<file path="src/rtl/frame_buf_sched_pkg.sv">
// Shared definitions for the frame-buffer scheduler.
//   BUF_NUM   : number of frame buffers (fixed at 4)
//   IDX_W     : width of a buffer index
//   buf_idx_t : buffer index type
//   buf_mask_t: one bit per buffer, set = buffer excluded from writer pick
package frame_buf_sched_pkg;

    localparam int unsigned BUF_NUM = 4;
    localparam int unsigned IDX_W   = 2;

    typedef logic [IDX_W-1:0]   buf_idx_t;
    typedef logic [BUF_NUM-1:0] buf_mask_t;

endpackage : frame_buf_sched_pkg

</file>
<file path="src/rtl/frame_buf_sched_free_buf_pick.sv">
// Combinational free-buffer picker.
// Ports:
//   excl_mask : in  4  bit i set = buffer i is excluded
//   free_idx  : out 2  lowest index with a clear mask bit; 0 if mask is full
//                      (cannot happen: at most 3 buffers are ever excluded)
module free_buf_pick
    import frame_buf_sched_pkg::*;
(
    input  logic [BUF_NUM-1:0] excl_mask,
    output logic [IDX_W-1:0]   free_idx
);

    logic found;

    always_comb begin
        free_idx = '0;
        found    = 1'b0;
        for (int unsigned i = 0; i < BUF_NUM; i++) begin
            if (!found && !excl_mask[i]) begin
                free_idx = buf_idx_t'(i);
                found    = 1'b1;
            end
        end
    end

endmodule : free_buf_pick

</file>
<file path="src/rtl/frame_buf_sched.sv">
// Frame-buffer scheduler: one writer, two readers, four DDR frame buffers.
// The writer is never given a buffer that is the latest complete frame or
// that either reader currently holds, so readers never see tearing.
// Ports:
//   clk                 : in  1    clock
//   resetn              : in  1    async active-low reset
//   buf0_addr..buf3_addr: in  AW   buffer base addresses (quasi-static)
//   w_sof               : in  1    writer start-of-frame pulse
//   w_addr / w_idx      : out AW/2 writer buffer
//   r0_sof              : in  1    reader 0 start-of-frame pulse
//   r0_addr / r0_idx    : out AW/2 reader 0 buffer
//   r1_sof              : in  1    reader 1 start-of-frame pulse
//   r1_addr / r1_idx    : out AW/2 reader 1 buffer
//   latest_valid        : out 1    at least one frame has completed
//   latest_idx          : out 2    latest completed buffer
module frame_buf_sched
    import frame_buf_sched_pkg::*;
#(
    parameter int unsigned C_ADDR_WIDTH = 32,
    parameter int unsigned C_BUF_NUM    = 4
) (
    input  logic                    clk,
    input  logic                    resetn,
    input  logic [C_ADDR_WIDTH-1:0] buf0_addr,
    input  logic [C_ADDR_WIDTH-1:0] buf1_addr,
    input  logic [C_ADDR_WIDTH-1:0] buf2_addr,
    input  logic [C_ADDR_WIDTH-1:0] buf3_addr,
    input  logic                    w_sof,
    output logic [C_ADDR_WIDTH-1:0] w_addr,
    output logic [1:0]              w_idx,
    input  logic                    r0_sof,
    output logic [C_ADDR_WIDTH-1:0] r0_addr,
    output logic [1:0]              r0_idx,
    input  logic                    r1_sof,
    output logic [C_ADDR_WIDTH-1:0] r1_addr,
    output logic [1:0]              r1_idx,
    output logic                    latest_valid,
    output logic [1:0]              latest_idx
);

    logic                    w_active;
    logic                    r0_valid;
    logic                    r1_valid;

    logic                    latest_valid_n;
    buf_idx_t                latest_idx_n;
    logic                    r0_valid_n;
    buf_idx_t                r0_idx_n;
    logic                    r1_valid_n;
    buf_idx_t                r1_idx_n;
    logic                    w_active_n;
    buf_idx_t                w_idx_n;

    logic [C_BUF_NUM-1:0]    excl_mask;
    buf_idx_t                pick_idx;

    logic [C_ADDR_WIDTH-1:0] addr_tbl [C_BUF_NUM];

    // Next-state is evaluated in three chained stages (retire, readers,
    // writer) so that a reader and the writer pulsing in the same cycle both
    // see the frame that is being retired on that very edge.
    always_comb begin
        // retire the finishing frame
        latest_valid_n = latest_valid;
        latest_idx_n   = latest_idx;
        if (w_sof && w_active) begin
            latest_valid_n = 1'b1;
            latest_idx_n   = w_idx;
        end

        // readers latch the latest complete frame; with none yet they hold
        r0_valid_n = r0_valid;
        r0_idx_n   = r0_idx;
        if (r0_sof && latest_valid_n) begin
            r0_valid_n = 1'b1;
            r0_idx_n   = latest_idx_n;
        end

        r1_valid_n = r1_valid;
        r1_idx_n   = r1_idx;
        if (r1_sof && latest_valid_n) begin
            r1_valid_n = 1'b1;
            r1_idx_n   = latest_idx_n;
        end

        // everything the writer must avoid after this edge
        excl_mask = '0;
        if (latest_valid_n) excl_mask[latest_idx_n] = 1'b1;
        if (r0_valid_n)     excl_mask[r0_idx_n]     = 1'b1;
        if (r1_valid_n)     excl_mask[r1_idx_n]     = 1'b1;

        w_active_n = w_active;
        w_idx_n    = w_idx;
        if (w_sof) begin
            w_active_n = 1'b1;
            w_idx_n    = pick_idx;
        end
    end

    free_buf_pick u_free_buf_pick (
        .excl_mask (excl_mask),
        .free_idx  (pick_idx)
    );

    always_ff @(posedge clk or negedge resetn) begin
        if (!resetn) begin
            w_active     <= 1'b0;
            w_idx        <= '0;
            latest_valid <= 1'b0;
            latest_idx   <= '0;
            r0_valid     <= 1'b0;
            r0_idx       <= '0;
            r1_valid     <= 1'b0;
            r1_idx       <= '0;
        end else begin
            w_active     <= w_active_n;
            w_idx        <= w_idx_n;
            latest_valid <= latest_valid_n;
            latest_idx   <= latest_idx_n;
            r0_valid     <= r0_valid_n;
            r0_idx       <= r0_idx_n;
            r1_valid     <= r1_valid_n;
            r1_idx       <= r1_idx_n;
        end
    end

    // Addresses follow the index registers combinationally, so an async
    // reset returns every address to buf0_addr without a clock edge.
    always_comb begin
        addr_tbl[0] = buf0_addr;
        addr_tbl[1] = buf1_addr;
        addr_tbl[2] = buf2_addr;
        addr_tbl[3] = buf3_addr;
    end

    assign w_addr  = addr_tbl[w_idx];
    assign r0_addr = addr_tbl[r0_idx];
    assign r1_addr = addr_tbl[r1_idx];

endmodule : frame_buf_sched
</file>
<file path="config.mk">
export PLATFORM = sky130hd
export DESIGN_NAME = frame_buf_sched
export DESIGN_NICKNAME = d
export VERILOG_FILES = /design/src/rtl/frame_buf_sched_pkg.sv /design/src/rtl/frame_buf_sched_free_buf_pick.sv /design/src/rtl/frame_buf_sched.sv
export SDC_FILE = /design/constraint.sdc
export NUM_CORES = 1
export LEC_CHECK = 0
export CAP_MARGIN = 20
export CORE_ASPECT_RATIO = 0.75
export CORE_MARGIN = 3
export CORE_UTILIZATION = 42
export DETAILED_ROUTE_END_ITERATION = 10
export DONT_BUFFER_PORTS = 1
export SETUP_SLACK_MARGIN = 0.15
export SLEW_MARGIN = 20
export SYNTH_ARGS = -nofsm -noshare
export SYNTH_HDL_FRONTEND = slang
export SYNTH_SLANG_ARGS = --single-unit
</file>
<file path="constraint.sdc">
create_clock -name clk -period 2 [get_ports clk]
set_input_delay 0.6 -clock clk [delete_from_list [all_inputs] [get_ports clk]]
set_output_delay 0.6 -clock clk [all_outputs]
set_load 0.01 [all_outputs]
</file>
==> metrics.cfg <==
[detailed_routing]
vias=2278
firstDrtPassIters=6
routedWlPerCell_microns=38.2
postRouteWirelength_mm=10.2
final_antenna_net_count=0
drtIter0Drc=70
avgViaCountPerCell=8.56
post-route-drc-count=0

[grt]
first_global_vias=2501
gr-total-overflow=0
grt_use_total=0.244
grt_first_pass_wirelength_mm=14.8
number_of_antenna_violations_at_the_first_check_in_global_routing=0
grt_max_degree=28

[logic_synthesis]
synth-seq-area-share=0.103
synthDistinctLibCells=32
post_synth_inst_count=185
yosys-top-cells-area=mux4_2, dfrtp_1, buf_2
synth.top_cell.area_share=0.738
post-synth-top-area-cell=mux4_2
synthesis.nets=318
yosysWarningCount=0
postSynthRegisterBits=12
synth_area_per_cell_sq_um=15.8
syn-cell-area_sq_mm=0.00293

[sta]
maxSlewHeadroom=0.771
rsz0062_at_grt=yes
layout_worst_path_cycle_share=1.04
clock.fmax_ghz=0.480
finalClockSkew_ps=3.37
timing_hold_violations_final=0
max_slew.worst_pin.slew_ps=343
timing.setup.tns_ps=-3560
timing.final.setup_violations=96
timing.hold.ws_ps=43.2
setup_ws_post_layout_ps=-82.1
finalCriticalPeriod_ps=2080
slew_viol_final=0

[setup_path]
crit_required_ps=1400
startpoint_of_the_lowest_slack_register_to_register_path=r0_idx[0]$_DFF_PN0_
critical_path_arrival_ps=1480
setup.worst_path.end_class=primary output
startpoint=r1_idx[0]$_DFF_PN0_
critPathKind=reg2out
timing.critical_path.from_type=flip-flop
crit_fanout=7

[clock_network]
cts_tree=done
cts_sinks=12
h-tree-depth=1
clock_path_buffers=2
clock_pin_transition_on_the_worst_setup_and_hold_timing_paths_ps=60
clkLatencyLatePin_ps=250
cts_buffers=3
cts-root-buf=clkbuf_8

[floorplanning]
core_area_sq_mm=0.00654
total_die_area_sq_mm=0.00802
die_height_microns=78.3
top_level_ports=238
number_of_core_rows=25
floorplan.die.width_microns=102
starting_density_of_the_core=0.448

[placement]
post-dp-hpwl_mm=8.09
placedInstanceArea_sq_mm=0.00307
globalplace.congestion=0.832
place.port_buffers=0
preCtsSetupSlack_ps=173

[power_and_ir_drop]
p_per_area_mw_per_mm2=1320
power.leakage_nw=1.04
vdd_ir_max_uv=562

[finish]
num_antenna_cells=0
drive_gt1_frac=0.714
post-route-util=0.503
layout.cells.most_common=mux4_2
layout.cell_area.non_filler_sq_mm=0.00329
final_cell_mix=mux4_2, buf_4, dfrtp_1, nand2_1
area_growth_pct=12.3
final_nets=319

[job]
cap_violations=0

[run_status]
failed_checks=negative setup slack
outcome=finished with violations

[min_path]
hold_class=in2async

logic make-up (layout without fill, tap and decap cells):
family / count (synthesis) / after routing / synth area share
buf+inv: 33 / 33 / 0.0513
simple gates: 18 / 18 / 0.0316
compound gates: 25 / 25 / 0.0726
mux: 97 / 97 / 0.742
flops: 12 / 12 / 0.103
flip-flops by register name, summed over array words and instances, names as in the netlist:
signal,flops
latest_idx,2
r1_idx,2
r0_valid,1
w_active,1
w_idx,2
r1_valid,1
r0_idx,2
latest_valid,1
final timing paths:
path	end	slack, ps	depth (start not counted)
min reg2reg	r1_valid$_DFF_PN0_	520	1
max	r1_addr[15]	-80	3
max in group asynchronous	r1_idx[0]$_DFF_PN0_	1870	0
min	r0_valid$_DFF_PN0_	40	0
max reg2reg	w_idx[0]$_DFFE_PN0P_	280	8
min in group clk	w_idx[1]$_DFFE_PN0P_	450	1
stage by stage:
stage | power [mW] | std cells
detailed placement | 3.85 | 255
global route | 4.59 | 266
CTS | 4.35 | 264
global placement | 3.78 | 255
floorplan | 3.39 | 185
finish | 4.34 | 266
timing repair:
| action | CTS | global route |
|---|---|---|
| setup buffers | 2 | 1 |
| endpoints found under the setup margin | 96 | 96 |
| gates cloned | 3 | 1 |
| resized for setup | 5 | 1 |
| hold buffers | 0 | 0 |
metal layers:
metal,routed length (microns),vias to the layer above,global-route usage
li1,-,861,-
met1,3480,1216,0.295
met2,5340,185,0.435
met3,1170,16,0.0737
met4,174,0,0.0459
met5,0,-,0
layout make-up:
cell class	instances	area, sq um
clock buffer	4	55.1
fill	538	3250
inverter	8	30.0
multi-input combinational	140	2480
sequential	12	305
tap	81	101
timing repair buffer	21	319
report_power, final:
part | total, mW | switching [mW] | internal (mW) | leakage, nW
sequential | 0.386 | 0.0758 | 0.310 | 0.131
combinational | 3.68 | 1.82 | 1.86 | 0.883
clock | 0.275 | 0.101 | 0.174 | 0.0288
Yosys cell counts:
cell / instances
dfrtp_1: 12
a221o_1: 2
a21bo_1: 1
mux2i_1: 1
a31o_1: 1
inv_1: 6
buf_1: 2
nand2_1: 7
buf_2: 15
a32oi_1: 1
nand3_1: 1
buf_6: 1
o21ai_0: 3
mux4_2: 96
a22oi_1: 2
nand2_2: 1
a21oi_4: 1
and2_1: 2
o22ai_1: 2
a21o_1: 2
and3_1: 1
clkbuf_1: 7
a21oi_1: 5
o221ai_1: 2
a211oi_2: 1
or2_1: 1
inv_2: 2
nor2_1: 1
nand2b_1: 3
a21oi_2: 1
nand3b_1: 1
a2111oi_4: 1
worst max-delay path: stages (launching register included):
cell and delay (ps):
dfrtp_2 420, buf_12 130, buf_16 140, mux4_2 550
Note: power is estimated with default switching activity, not from simulation.
